## src/rtl/pu_riscv_ram_fifo.sv

```systemverilog
// Circular-buffer fall-through FIFO with registered level and programmable almost flags.
// Define PU_RISCV_RAM_FIFO_ERR_EN to build the sticky overflow/underflow detectors.
module pu_riscv_ram_fifo #(
  parameter  int DEPTH = 8,
  parameter  int DBITS = 64,
  localparam int LBITS = $clog2(DEPTH+1)
) (
  input  logic             clk_i,
  input  logic             rst_ni,
  input  logic             clr_i,
  input  logic             ena_i,
  input  logic             we_i,
  input  logic [DBITS-1:0] d_i,
  input  logic             re_i,
  output logic [DBITS-1:0] q_o,
  input  logic [LBITS-1:0] ae_thr_i,
  input  logic [LBITS-1:0] af_thr_i,
  output logic [LBITS-1:0] level_o,
  output logic             empty_o,
  output logic             full_o,
  output logic             almost_empty_o,
  output logic             almost_full_o,
  output logic             overflow_o,
  output logic             underflow_o
);

  localparam int PBITS = (DEPTH > 1) ? $clog2(DEPTH) : 1;

  logic [DBITS-1:0] mem_q [DEPTH];
  logic [PBITS-1:0] rd_ptr_q, rd_ptr_d, wr_ptr_q, wr_ptr_d;
  logic [LBITS-1:0] level_q, level_d;
  logic             empty_q, full_q, ae_q, af_q;
  logic             upd, pop_ok, push_ok;

  // Explicit wrap so non-power-of-two depths work.
  function automatic logic [PBITS-1:0] ptr_inc(input logic [PBITS-1:0] p);
    return (p == PBITS'(DEPTH-1)) ? '0 : p + PBITS'(1);
  endfunction

  always_comb begin
    upd      = ena_i & ~clr_i;
    pop_ok   = upd & re_i & ~empty_q;
    push_ok  = upd & we_i & (~full_q | pop_ok);
    rd_ptr_d = pop_ok  ? ptr_inc(rd_ptr_q) : rd_ptr_q;
    wr_ptr_d = push_ok ? ptr_inc(wr_ptr_q) : wr_ptr_q;
    level_d  = level_q + LBITS'(push_ok) - LBITS'(pop_ok);
  end

  always_ff @(posedge clk_i or negedge rst_ni) begin
    if (!rst_ni) begin
      rd_ptr_q <= '0;
      wr_ptr_q <= '0;
      level_q  <= '0;
      empty_q  <= 1'b1;
      full_q   <= 1'b0;
      ae_q     <= 1'b1;
      af_q     <= 1'b0;
    end else if (clr_i) begin
      rd_ptr_q <= '0;
      wr_ptr_q <= '0;
      level_q  <= '0;
      empty_q  <= 1'b1;
      full_q   <= 1'b0;
      ae_q     <= 1'b1;
      af_q     <= 1'b0;
    end else if (ena_i) begin
      // Flags track level_d every enabled cycle so threshold edits land without traffic.
      rd_ptr_q <= rd_ptr_d;
      wr_ptr_q <= wr_ptr_d;
      level_q  <= level_d;
      empty_q  <= (level_d == '0);
      full_q   <= (level_d == LBITS'(DEPTH));
      ae_q     <= (level_d <= ae_thr_i);
      af_q     <= (level_d >= af_thr_i);
    end
  end

  // Storage is never cleared; stale entries are hidden by empty_q.
  always_ff @(posedge clk_i) begin
    if (push_ok) mem_q[wr_ptr_q] <= d_i;
  end

  assign q_o            = empty_q ? '0 : mem_q[rd_ptr_q];
  assign level_o        = level_q;
  assign empty_o        = empty_q;
  assign full_o         = full_q;
  assign almost_empty_o = ae_q;
  assign almost_full_o  = af_q;

`ifdef PU_RISCV_RAM_FIFO_ERR_EN
  logic ovf_q, unf_q, ovf_set, unf_set;

  assign ovf_set = upd & we_i & ~push_ok;
  assign unf_set = upd & re_i & ~pop_ok;

  always_ff @(posedge clk_i or negedge rst_ni) begin
    if (!rst_ni) begin
      ovf_q <= 1'b0;
      unf_q <= 1'b0;
    end else if (clr_i) begin
      ovf_q <= 1'b0;
      unf_q <= 1'b0;
    end else begin
      if (ovf_set) ovf_q <= 1'b1;
      if (unf_set) unf_q <= 1'b1;
    end
  end

`ifndef SYNTHESIS
  always @(posedge clk_i) begin
    if (rst_ni && ovf_set) $display("pu_riscv_ram_fifo (%m): overflow @%0t", $time);
    if (rst_ni && unf_set) $display("pu_riscv_ram_fifo (%m): underflow @%0t", $time);
  end
`endif

  assign overflow_o  = ovf_q;
  assign underflow_o = unf_q;
`else
  assign overflow_o  = 1'b0;
  assign underflow_o = 1'b0;
`endif

endmodule

```

## config.mk

```make
export PLATFORM = sky130hd
export DESIGN_NAME = pu_riscv_ram_fifo
export DESIGN_NICKNAME = d
export VERILOG_FILES = /design/src/rtl/pu_riscv_ram_fifo.sv
export SDC_FILE = /design/constraint.sdc
export NUM_CORES = 1
export LEC_CHECK = 0
export CAP_MARGIN = 0
export CORE_MARGIN = 1
export CORE_UTILIZATION = 58
export CTS_CLUSTER_DIAMETER = 200
export DETAILED_ROUTE_END_ITERATION = 8
export PLACE_DENSITY = 0.81
export SETUP_SLACK_MARGIN = 0.15
export SLEW_MARGIN = 0
export SYNTH_ARGS = -nofsm -noshare
export SYNTH_HDL_FRONTEND = slang
export SYNTH_SLANG_ARGS = --single-unit
```

## constraint.sdc

```tcl
create_clock -name clk_i -period 8.4 [get_ports clk_i]
set_input_delay 1.26 -clock clk_i [delete_from_list [all_inputs] [get_ports clk_i]]
set_output_delay 1.26 -clock clk_i [all_outputs]
set_load 0.02 [all_outputs]
```

==> metrics.md <==
| Metric | Value |
|---|---|
| HPWL after DPL | just over 20000 um |
| Pint | 4230 uW |
| Fmax | 0.192 GHz |
| Initial Utilization | 59.1% |
| Max incr delay on CP | 1100 ps |
| Required time worst endpoint | 7140 ps |
| Final setup TNS | 0 ps |
| Layout area overhead | 17.1% |
| Worst slew pin tran | roughly 1100 ps |
| Chip width | between 150 and 200 um |
| Average routed wire per standard cell | 24.5 um |
| Yosys reg bits | 526 |
| R2R setup slack | 5200 ps |
| Hold Path Class | flip-flop to flip-flop |
| Clock slew at reported path FFs | 60 ps |
| Leak pwr | about 0.0074 uW |
| Pwr dens | 223 mW/mm2 |
| Rel. slew slack | 24.1% |
| # rows | 68 |
| First DRT Iteration DRCs | 737 |
| Combinational share of power | under 10% |
| RSZ-0062 raised after global routing | false |
| Fin. max-slew vios | 0 |
| Worst setup SP type | flip-flop |
| Die Ht | 190 um |
| Register area | about 0.016 mm2 |
| Layout cells sized above 1 | between 20% and 30% |
| Crit path cell chain | buf_4 > mux4_2 > mux2i_1 > nor2_1 > clkdlybuf4s50_1 |
| Filler cells | 2082 |
| Final hold violations | 0 |
| Skew-Pair Late Insertion Delay | 570 ps |
| Initial antenna violation count | 5 |
| Setup WS pre-CTS | 3420 ps |
| Hold wc startpoint | almost_full_o$_DFFE_PN0P_ |
| Clock Path Buffers | 3 |
| Number of enable flip-flop cells after synthesis | 512 |
| Crit path max-delay cell type | dfrtp_4 |
| WS Path Type | flip-flop to primary output |
| Final worst slack | 3190 ps |
| Max IR drop VDD | roughly 0.21 mV |
| Synth warnings | 0 |
| Critical R2R Launch | empty_o$_DFFE_PN1P_ |
| Core area | 0.0346 mm2 |
| WP buf/inv | 2 |
| Hold buffers post-CTS | 0 |
| Cts bufs inserted | 49 |
| Switching power | roughly 1100 uW |
| Clk pwr share | 39.6% |
| Vias | 9538 |
| Synth cell types | 38 |
| CTS tree | yes |
| Io pins | 152 |
| Syn avg cell area | roughly 22 um2 |
| R2R Path End | mem_q[1][9]$_DFFE_PP_ |
| Hold Path End | almost_full_o$_DFFE_PN0P_ |
| Setup Fix Bufs, Post-CTS | 0 |
| Final min period | between 5000 and 6000 ps |
| Reg2Reg Depth | 5 |
| DRC | 0 |
| First-pass GRT wire length | 60100 um |
| Clk sinks | around 530 |
| Status | completed |
| Final setup fails | 0 |
| First-pass iteration count of the detailed router | 5 |
| Final setup skew | approximately 17 ps |
| Hold path depth | 1 |
| Final wirelength | 39100 um |
| Clock root buffer | clkbuf_16 |
| Period utilisation layout | between 60 and 70% |
| Die ar. | 0.0361 mm2 |
| Async SR Flop Fraction | 2.66% |
| IO Port Bufs | 149 |
| Worst-path maximum fanout | 72 |
| Crit. End Element | primary output |
| GP Congestion | 0.761 |
| Crit path DAT | 3950 ps |
| Vias in the first global route | 10100 |
| Seq pwr share | 54.5% |
| Maxcap violations | 0 |
| Final #Nets | 1188 |
| Main flop type after synthesis | edfxtp_1 |
| Mapped cell area | 0.0205 mm2 |
| DR vias/cell | 5.99 |
| Switching Share | 20.8% |
| Total global routing overflow | 0 |
| Post_cts resized | 0 |
| Family with the most delay on the worst path | buffers and inverters |
| ANT nets after route | 0 |
| Largest net degree at the start of global routing | 73 |
| PnR Total Power | 5340 uW |
| CTS H-Tree Depth | 2 |
| Seq/Total Area, Yosys | 76.8% |
| Synth Instances | ~930 |
| Multi-input gate area | 0.00444 mm2 |
| GRT Util Overall | a little under a quarter |
==> cells in the mapped netlist (2+ instances only) <==
master / instances / share of area (%)
buf_2: 20 / 0.49
o21ai_0: 5 / 0.12
inv_1: 13 / 0.24
edfxtp_1: 512 / 75
nor3b_2: 2 / 0.12
dfstp_2: 2 / 0.26
clkbuf_1: 11 / 0.20
nand2_1: 5 / 0.092
mux2i_1: 68 / 3.3
nor2_1: 77 / 1.4
dfrtp_1: 12 / 1.5
nor3b_1: 3 / 0.11
a21oi_1: 9 / 0.22
xnor2_1: 3 / 0.13
mux4_2: 128 / 14
buf_6: 13 / 0.72
buf_4: 2 / 0.073
nand2b_1: 5 / 0.15
nand2b_4: 2 / 0.13
ha_1: 13 / 0.79
nor3_1: 4 / 0.098
==> area by class of cell <==
cell class,instances,area share (%)
repair buffers,166,6.75
inverters,13,0.204
multi-input cells,340,18.5
clock inverters,37,1.20
diodes,2,0.0209
well taps,455,2.37
flip-flops and latches,526,65.7
clock buffers,54,5.28
==> cells by family after synthesis <==
group | after synthesis | synth area share (%)
AO/OA/AOI/OAI | 21 | 0.623
XOR/XNOR | 4 | 0.171
adder cells (fa/ha/maj) | 15 | 0.941
buffers and inverters | 61 | 1.76
flip-flops | 526 | 76.8
multiplexers | 196 | 17.4
other | 1 | 0.0183
AND/OR/NAND/NOR | 102 | 2.26
==> placed cells by master, fill, tap and decap left out, types with 3 or more instances in the layout <==
cell type and n:
clkdlybuf4s50_1 149, dfrtp_1 9, buf_4 17, dfrtp_4 3, edfxtp_1 512, mux4_2 128, clkbuf_1 4, mux2i_1 68
o21ai_0 5, nand2b_1 5, xnor2_1 3, clkbuf_16 50, bufinv_16 3, inv_1 13, nor2_1 75, a21oi_1 9
clkinv_2 13, clkinvlp_4 4, nand2_1 5, ha_1 13, clkinv_1 13
==> per-layer routing <==
layer,vias up,GRT usage (%),share of wire (%)
li1,4156,-,-
met1,4996,31.9,41
met3,59,3.82,6.7
met4,6,6.08,1.6
met5,-,0,0.082
met2,321,37.3,50
==> sequential cells by signal, indices dropped and copies added, names as in the netlist <==
name	cells
empty_o	1
wr_ptr_q	3
level_o	4
full_o	1
mem_q	512
almost_empty_o	1
rd_ptr_q	3
almost_full_o	1
==> stage by stage <==
step	std cells	hold WS (ps)	util, %	instance area (um2)
2_1_floorplan	927	533	-	20500
5_1_grt	1593	544	69.2	24000
6_report	1593	521	69.2	24000
3_3_place_gp	1500	521	64.7	22400
3_5_place_dp	1500	513	64.7	22400
4_1_cts	1591	528	69.2	24000
==> power groups by stage <==
stage	registers [uW]	logic, uW	clock network, uW
after floorplan	2970	157	0
after global placement	2970	311	0
after detailed placement	2970	317	0
after CTS	2910	319	2150
after global routing	2910	339	2260
final	2910	316	2120
==> how the worst max path moves through the flow <==
stage | startpoint | endpoint | slack [ps] | cells past startpoint
after floorplan | ena_i | mem_q[2][0]$_DFFE_PP_ | 1150 | 6
after global placement | clr_i | mem_q[1][15]$_DFFE_PP_ | 3500 | 6
after detailed placement | clr_i | mem_q[1][20]$_DFFE_PP_ | 3420 | 6
after CTS | rd_ptr_q[1]$_DFFE_PN0P_ | q_o[2] | 3170 | 5
after global routing | rd_ptr_q[1]$_DFFE_PN0P_ | q_o[2] | 3030 | 5
final | rd_ptr_q[1]$_DFFE_PN0P_ | q_o[63] | 3190 | 5
Note: power is estimated with default switching activity, not from simulation.
